File: config.mk
export PLATFORM = sky130hd
export DESIGN_NAME = instr_decode_queue
export DESIGN_NICKNAME = d
export VERILOG_FILES = /design/src/rtl/rv32i_types.sv /design/src/rtl/rv32i_field_decode.sv /design/src/rtl/instr_decode_queue.sv
export SDC_FILE = /design/constraint.sdc
export NUM_CORES = 1
export LEC_CHECK = 0
export CORE_ASPECT_RATIO = 0.5
export CORE_MARGIN = 2
export CORE_UTILIZATION = 50
export CTS_CLUSTER_DIAMETER = 30
export DETAILED_ROUTE_END_ITERATION = 7
export DONT_BUFFER_PORTS = 1
export HOLD_SLACK_MARGIN = 0.08
export PLACE_DENSITY_LB_ADDON = 0.08
export SLEW_MARGIN = 20
export SYNTH_ARGS = -nofsm -noshare
export SYNTH_HDL_FRONTEND = slang
export SYNTH_SLANG_ARGS = --single-unit
File: constraint.sdc
create_clock -name clk -period 13.1 [get_ports clk]
set_clock_uncertainty 0.2 [all_clocks]
set_input_delay 1.31 -clock clk [delete_from_list [all_inputs] [get_ports clk]]
set_output_delay 1.31 -clock clk [all_outputs]
set_load 0.02 [all_outputs]
File: src/rtl/rv32i_types.sv
// Shared RV32I decode types: opcode encodings, immediate formats and the decoded entry layout.
package rv32i_types;

  localparam int unsigned Xlen = 32;

  typedef enum logic [6:0] {
    op_lui   = 7'h37,
    op_auipc = 7'h17,
    op_jal   = 7'h6f,
    op_jalr  = 7'h67,
    op_br    = 7'h63,
    op_load  = 7'h03,
    op_store = 7'h23,
    op_imm   = 7'h13,
    op_reg   = 7'h33,
    op_csr   = 7'h73
  } rv32i_opcode;

  typedef enum logic [2:0] {
    FMT_I,
    FMT_S,
    FMT_B,
    FMT_U,
    FMT_J,
    FMT_NONE
  } imm_fmt_t;

  typedef struct packed {
    logic [Xlen-1:0] pc;
    logic [6:0]      opcode;
    logic [2:0]      funct3;
    logic [6:0]      funct7;
    logic [4:0]      rs1;
    logic [4:0]      rs2;
    logic [4:0]      rd;
    logic [31:0]     imm;
    logic            illegal;
  } decoded_instr_t;

endpackage

File: src/rtl/rv32i_field_decode.sv
// Combinational RV32I field decode: raw word + PC -> decoded_instr_t.
// Optional unknown-opcode flagging is built only when DQ_ILLEGAL_CHECK_EN is defined.
module rv32i_field_decode
  import rv32i_types::*;
(
  input  logic [31:0]     instr,
  input  logic [Xlen-1:0] pc,
  output decoded_instr_t  dec
);

  imm_fmt_t fmt;
  logic     keep_rd, keep_rs1, keep_rs2;

  // Classify opcode into immediate format and which register indices are meaningful.
  always_comb begin
    fmt      = FMT_NONE;
    keep_rd  = 1'b0;
    keep_rs1 = 1'b0;
    keep_rs2 = 1'b0;
    case (instr[6:0])
      op_lui, op_auipc: begin fmt = FMT_U; keep_rd = 1'b1; end
      op_jal:           begin fmt = FMT_J; keep_rd = 1'b1; end
      op_jalr, op_load, op_imm: begin
        fmt      = FMT_I;
        keep_rd  = 1'b1;
        keep_rs1 = 1'b1;
      end
      op_br:    begin fmt = FMT_B; keep_rs1 = 1'b1; keep_rs2 = 1'b1; end
      op_store: begin fmt = FMT_S; keep_rs1 = 1'b1; keep_rs2 = 1'b1; end
      op_reg:   begin keep_rd = 1'b1; keep_rs1 = 1'b1; keep_rs2 = 1'b1; end
      default:  ;
    endcase
  end

`ifdef DQ_ILLEGAL_CHECK_EN
  logic known;

  // Anything outside the nine base opcodes plus CSR is flagged.
  always_comb begin
    known = 1'b0;
    case (instr[6:0])
      op_lui, op_auipc, op_jal, op_jalr, op_br, op_load, op_store, op_imm, op_reg,
      op_csr:  known = 1'b1;
      default: known = 1'b0;
    endcase
  end
`endif

  // Assemble the decoded entry with zeroed unused indices and the format-selected immediate.
  always_comb begin
    dec         = '0;
    dec.pc      = pc;
    dec.opcode  = instr[6:0];
    dec.funct3  = instr[14:12];
    dec.funct7  = instr[31:25];
    dec.rd      = keep_rd  ? instr[11:7]  : 5'd0;
    dec.rs1     = keep_rs1 ? instr[19:15] : 5'd0;
    dec.rs2     = keep_rs2 ? instr[24:20] : 5'd0;
    case (fmt)
      FMT_I:   dec.imm = {{20{instr[31]}}, instr[31:20]};
      FMT_S:   dec.imm = {{20{instr[31]}}, instr[31:25], instr[11:7]};
      FMT_B:   dec.imm = {{19{instr[31]}}, instr[31], instr[7], instr[30:25], instr[11:8], 1'b0};
      FMT_U:   dec.imm = {instr[31:12], 12'd0};
      FMT_J:   dec.imm = {{11{instr[31]}}, instr[31], instr[19:12], instr[20], instr[30:21], 1'b0};
      default: dec.imm = 32'd0;
    endcase
`ifdef DQ_ILLEGAL_CHECK_EN
    dec.illegal = ~known;
`else
    dec.illegal = 1'b0;
`endif
  end

endmodule

File: src/rtl/instr_decode_queue.sv
// Buffered decode stage: decodes RV32I words at enqueue and holds DEPTH entries in a FIFO.
// Optional feature macro: DQ_ILLEGAL_CHECK_EN (unknown-opcode flag on out_illegal).
module instr_decode_queue
  import rv32i_types::*;
#(
  parameter int unsigned DEPTH = 4,
  parameter int unsigned XLEN  = 32
) (
  input  logic                     clk,
  input  logic                     rst_n,
  input  logic                     flush,
  input  logic                     in_valid,
  output logic                     in_ready,
  input  logic [31:0]              in_instr,
  input  logic [XLEN-1:0]          in_pc,
  output logic                     out_valid,
  input  logic                     out_ready,
  output logic [XLEN-1:0]          out_pc,
  output logic [6:0]               out_opcode,
  output logic [2:0]               out_funct3,
  output logic [6:0]               out_funct7,
  output logic [4:0]               out_rs1,
  output logic [4:0]               out_rs2,
  output logic [4:0]               out_rd,
  output logic [31:0]              out_imm,
  output logic                     out_illegal,
  output logic [$clog2(DEPTH):0]   count
);

  localparam int unsigned AddrW = $clog2(DEPTH);
  localparam int unsigned PtrW  = AddrW + 1;

  decoded_instr_t       mem [DEPTH];
  decoded_instr_t       enq_dec;
  decoded_instr_t       head;
  logic [PtrW-1:0]      wptr, rptr;
  logic                 full, empty, push, pop;

  rv32i_field_decode u_decode (
    .instr (in_instr),
    .pc    (in_pc),
    .dec   (enq_dec)
  );

  // Extra pointer MSB distinguishes full from empty when the low bits match.
  assign empty    = (wptr == rptr);
  assign full     = (wptr[AddrW] != rptr[AddrW]) && (wptr[AddrW-1:0] == rptr[AddrW-1:0]);
  assign in_ready = ~full;
  assign out_valid = ~empty;
  assign push     = in_valid && in_ready;
  assign pop      = out_valid && out_ready;
  assign count    = wptr - rptr;

  // Pointer update; flush clears the queue and discards any concurrent push/pop.
  always_ff @(posedge clk or negedge rst_n) begin
    if (!rst_n) begin
      wptr <= '0;
      rptr <= '0;
    end else if (flush) begin
      wptr <= '0;
      rptr <= '0;
    end else begin
      if (push) wptr <= wptr + 1'b1;
      if (pop)  rptr <= rptr + 1'b1;
    end
  end

  // Entry storage is left unreset; validity comes from the pointers alone.
  always_ff @(posedge clk) begin
    if (push && !flush) mem[wptr[AddrW-1:0]] <= enq_dec;
  end

  // Head fields are forced to zero while the queue is empty.
  always_comb begin
    head = '0;
    if (!empty) head = mem[rptr[AddrW-1:0]];
  end

  assign out_pc      = head.pc;
  assign out_opcode  = head.opcode;
  assign out_funct3  = head.funct3;
  assign out_funct7  = head.funct7;
  assign out_rs1     = head.rs1;
  assign out_rs2     = head.rs2;
  assign out_rd      = head.rd;
  assign out_imm     = head.imm;
  assign out_illegal = head.illegal;

endmodule
Yosys cells after proc, flatten, opt, wreduce, memory -nomap -nowiden
Memory sizes are Yosys's and may differ from the RTL's.
Index checks and enable logic that the tools add are counted.
- $add $sub $neg: 3
- equal/unequal tests: 16
- muxes and demuxes: 15
- bitwise operators: 2
- reductions and logical operators: 13
- operators by type and width (cell ; number):
    case mux 32 bit (5 select lines) ; 1
    two-way mux 97 bit ; 1
    equality test 7 x 6 -> 1 bit (second input constant) ; 3
    equality test 7 bit (second input constant) ; 3
    two-way mux 5 bit ; 3
    case mux 3 bit (5 select lines) ; 1
    equality test 7 x 5 -> 1 bit (second input constant) ; 2
    two-way mux 3 bit ; 4
    equality test 7 x 2 -> 1 bit (second input constant) ; 1
    OR reduction 7 bit ; 1
    adder 3 x 1 -> 3 bit (second input constant) ; 2
    equality test 3 x 2 -> 1 bit (second input constant) ; 2
    OR reduction 3 bit ; 2
    OR reduction 6 bit ; 1
    two-way mux 1 bit ; 5
    logical AND 1 bit ; 4
    nonzero test 2 bit ; 2
    equality test 3 x 1 -> 1 bit (second input constant) ; 1
    equality test 3 bit ; 1
    equality test 3 bit (second input constant) ; 1
    logical NOT 3 bit ; 1
    subtractor 3 bit ; 1
    equality test 2 bit ; 1
    inverter 1 bit ; 2
    3 further kinds ; 3
- register bits: 6
- bits in writable memories: 384
- bits of input ports: 69
- output and inout port bits: 102
- memories: 1
- memory list (name ; depth ; bits a word ; rd ports ; clocked after Yosys merged registers in ; write ports ; line ; RTL):
    mem ; 4 ; 96 ; 1 ; 0 ; 1 ; instr_decode_queue.sv:33 ; decoded_instr_t mem [DEPTH];

Longest topological paths before layout
- word-level depth: 7
- depth in mapped cells: 9
- gate-level depth less buffers: 5

Cells and area by module
From an unflattened synthesis, not the netlist that was laid out.
- cells, all modules: 815
- area, all modules: 16355.7 um2
- by module, submodules not included (module ; times used ; cells an instance ; area an instance (um2) ; sequential area each (um2)):
    instr_decode_queue ; 1 ; 677 ; 15348.5 ; 11801.3
    rv32i_field_decode ; 1 ; 138 ; 1007.2 ; 0.0

Worst setup path before layout
No wires, ideal clock.
- path kind: register to register
- start point: reg rptr[1]
- end point: mem mem[0][0] (netlist name) (enable)
- setup time: 0.467 ns
- arrival: 3.988 ns
- setup slack: 8.445 ns
- stages on the path, launching flop included: 8
- cell sequence: dfrtp_1 -> buf_2 -> buf_2 -> buf_2 -> inv_1 -> ha_1 -> nand3_1 -> and4b_1
- longest elaborated chain between the ends: 7
- RTL lines (element ; line ; RTL):
    from (decl) ; instr_decode_queue.sv:36 ; logic [PtrW-1:0] wptr, rptr;
    from (signal assigned) ; instr_decode_queue.sv:64 ; if (pop) rptr <= rptr + 1'b1;
    equality test 2 bit ; instr_decode_queue.sv:47 ; assign full = (wptr[AddrW] != rptr[AddrW]) && (wptr[AddrW-1:0] == rptr[AddrW-1:0]);
    logical AND 1 bit ; instr_decode_queue.sv:47 ;
    inverter 1 bit ; instr_decode_queue.sv:48 ; assign in_ready = ~full;
    via in_ready ; instr_decode_queue.sv:13 ; output logic in_ready,
    logical AND 1 bit ; instr_decode_queue.sv:50 ; assign push = in_valid && in_ready;
    logical AND 1 bit ; instr_decode_queue.sv:70 ; if (push && !flush) mem[wptr[AddrW-1:0]] <= enq_dec;
    two-way mux 1 bit ; instr_decode_queue.sv:70 ;
    two-way mux 1 bit (implied by the code) ; instr_decode_queue.sv:70 ;
    to (decl) ; instr_decode_queue.sv:33 ;
The timed path passes the listed nets, and every way through them passes these cells.

Final worst setup path
- start point: reg rptr[0]
- end point: out out_imm[10]
- longest elaborated chain between the ends: 2
- elaborated cells between the ends (all ways): 3
- RTL lines (element ; line ; RTL):
    memory (4 x 96 bit) or equality test 3 bit (tied branches) ; -- ;
    two-way mux 97 bit (*) ; instr_decode_queue.sv:76 ; if (!empty) head = mem[rptr[AddrW-1:0]];
    to (decl) ; instr_decode_queue.sv:25 ; output logic [31:0] out_imm,
Mark *: on every way between the ends. The rest lies on a longest branch, timed or not.

==> metrics.txt <==
largest family of logic cells by synthesized area multiplexers; Initial DRT Pass Iterations 5; Yosys warning total 0; worst-skew pair later-pin latency 0.53 ns; Final setup viols 0; Min Hold Slack 0.272 ns; dpl cells 1157; asr flop ratio synth 0.0154; H-tree Lvls 2; Worst-path clk slew roughly 0.050 ns; Crit path top cell by count buf_4; total power just under 4000 uW; Area contributors post-synth edfxtp_1 (74%), mux4_2 (14%), and2_1 (4.5%), dfrtp_1 (0.96%), ha_1 (0.56%); Cell Count, Final, Fillers Out 1239; RSZ-0062 raised after global routing false; detailed-route wire length 31300 microns; Relative slew margins 0.354; Tightest Pin Transition 0.969 ns; Achievable Freq 191 MHz; PD cells 224 mW/mm^2; IO Pins 171; Layout area overhead 12.7%; average cell area after synthesis 20.4 sq um; Critical Path RT roughly 12 ns; sequential cell area fraction in the yosys report 0.747; initial antenna violation count 0; share of cells above drive strength 1 0.234; post-synth top area share 0.738; number of global-route vias before repair 7499; Post-synth EDFFs 384; post-synthesis adder-cell area fraction 0.00688; Min-Delay Path Class input pin to asynchronous set/reset pin; Clk Tree Root Cell clkbuf_16; Final Slew Violations 0; die area 0.0328 sq mm; xor and xnor fraction of the mapped netlist area 0.00216; TritonCTS clock tree yes; Die H 129 microns; status finished clean; # rows 45; Final period util 0.400; Synth Instances 767; width of the die 254 microns; Netlist cell types 52; first-pass GRT wire length 46900 microns; CTS Buf Count 45; minimum clock period between 5 and 6 ns; clk buf depth 3; number of fill cells between 2000 and 2500; maximum vdd drop 0.000195 V; Fin. Hold Viols 0; Slowest cell on crit path dfrtp_4; WL/cell 25.3 microns; Initial Util 0.512; worst path cell trace buf_4 > buf_4 > mux4_2 > and2_1; Via density 5.80; Synth Area in Compound Gates 0.0223; Max-Cap Viols 0; most frequent cells after synthesis edfxtp_1 (384), and2_1 (112), mux4_2 (96), clkbuf_1 (22); CP max FO 41; largest net degree at the start of global routing 98; Setup Fix Bufs, Post-CTS 0; Most used DFF post-synth edfxtp_1; post-synth net total 844; # diodes 0; LEAKAGE between 0.005 and 0.006 uW; post-synthesis mux area share 0.138; post-detail-place hpwl 18000 microns; setup tns final 0 ns; Antenna Violating Nets Remaining 0; Worst setup SP type flop; DRC viols 0; grt ovf 0; Iter 0 DRT Violations 478; area leader, netlist edfxtp_1; via count 7187; WS Path Type flop to primary output; critical path capture point type primary output; post-CTS sizing 0; synthesized flop and latch total 390; Mapped Area 0.0156 sq mm; buffers added on ports 0; CP arrival 3.72 ns; GRT Total Usage 0.194; cts hold-fix bufs 0; Nets 858; worst stage delay on the critical path 0.80 ns; Core Region 0.0305 sq mm; most frequent cell after synthesis edfxtp_1; simple-gate share of the synthesized area 0.0672; GP Congestion 0.711; clock tree sinks 390
[cell usage in the layout (no fill, tap or decap), types with 5 or more instances in the layout]
cell,Yosys,routed
o22ai_1,6,6
nand2_1,6,6
bufinv_16,0,6
clkinv_4,0,5
mux4_2,96,96
inv_6,0,7
buf_4,3,8
edfxtp_1,384,384
ha_1,7,7
and2_1,112,112
clkinv_2,0,5
inv_1,13,13
clkbuf_16,0,47
nand3_1,12,12
nor2_1,9,9
o21ai_0,5,5
a21o_1,8,8
[power breakdown]
group / leakage (uW) / total (uW) / switching (uW) / internal, uW
Combinational: 0.00128 / 1090 / 733 / 360
Clock: 0.000759 / 1290 / 506 / 785
Sequential: 0.00362 / 1560 / 65.5 / 1490
[path summary, 6_finish.rpt]
kind	startpoint	end	slack (ns)	cells past startpoint
max	rptr[0]	out_imm[10]	7.87	4
min	rst_n	wptr[0]	0.27	0
max reg2reg	rptr[1]	mem[0][83]	8.94	5
min reg2reg	rptr[2]	rptr[2]	0.45	2
max in group asynchronous	rst_n	rptr[0]	12.35	0
min in group clk	rptr[2]	rptr[2]	0.45	2
[flip-flops by register name, indices dropped and copies added, names as in the netlist]
| name | cells |
|---|---|
| rptr | 3 |
| wptr | 3 |
| mem | 384 |
[logic make-up after synthesis]
| logic type | after synthesis |
|---|---|
| AO/OA/AOI/OAI | 47 |
| XOR/XNOR | 3 |
| adder cells (fa/ha/maj) | 8 |
| buffers and inverters | 54 |
| flip-flops | 390 |
| multiplexers | 96 |
| other | 1 |
| AND/OR/NAND/NOR | 168 |
[metal layers]
metal | routed length, microns | global-route usage
met3 | 1640 | 0.0436
met2 | 15900 | 0.330
met5 | 0 | 0
met4 | 371 | 0.0412
met1 | 13400 | 0.262
[worst max-delay path, delay by kind of cell, from the launching register on]
| family | cells | cell delay, ns |
|---|---|---|
| buf+inv | 2 | 1.43 |
| flops | 1 | 0.80 |
| mux | 1 | 0.63 |
| simple gates | 1 | 0.25 |
[cell type report]
class	instances	area (sq um)	share of cell area
clock buffer	51	1190	0.0676
clock inverter	31	372	0.0211
inverter	13	48.8	0.00277
multi-input combinational	323	3730	0.212
sequential	390	11700	0.663
tap	423	529	0.0300
timing repair buffer	8	60.1	0.00341
[per-stage QoR]
| stage | cell area, sq um | worst slack, ns | utilization |
|---|---|---|---|
| floorplan | 15600 | 8.45 | - |
| global placement | 16100 | 8.25 | 0.526 |
| detailed placement | 16100 | 8.24 | 0.526 |
| CTS | 17600 | 7.66 | 0.577 |
| global route | 17600 | 7.51 | 0.577 |
| finish | 17600 | 7.87 | 0.577 |
(Power assumes the default switching activity.)
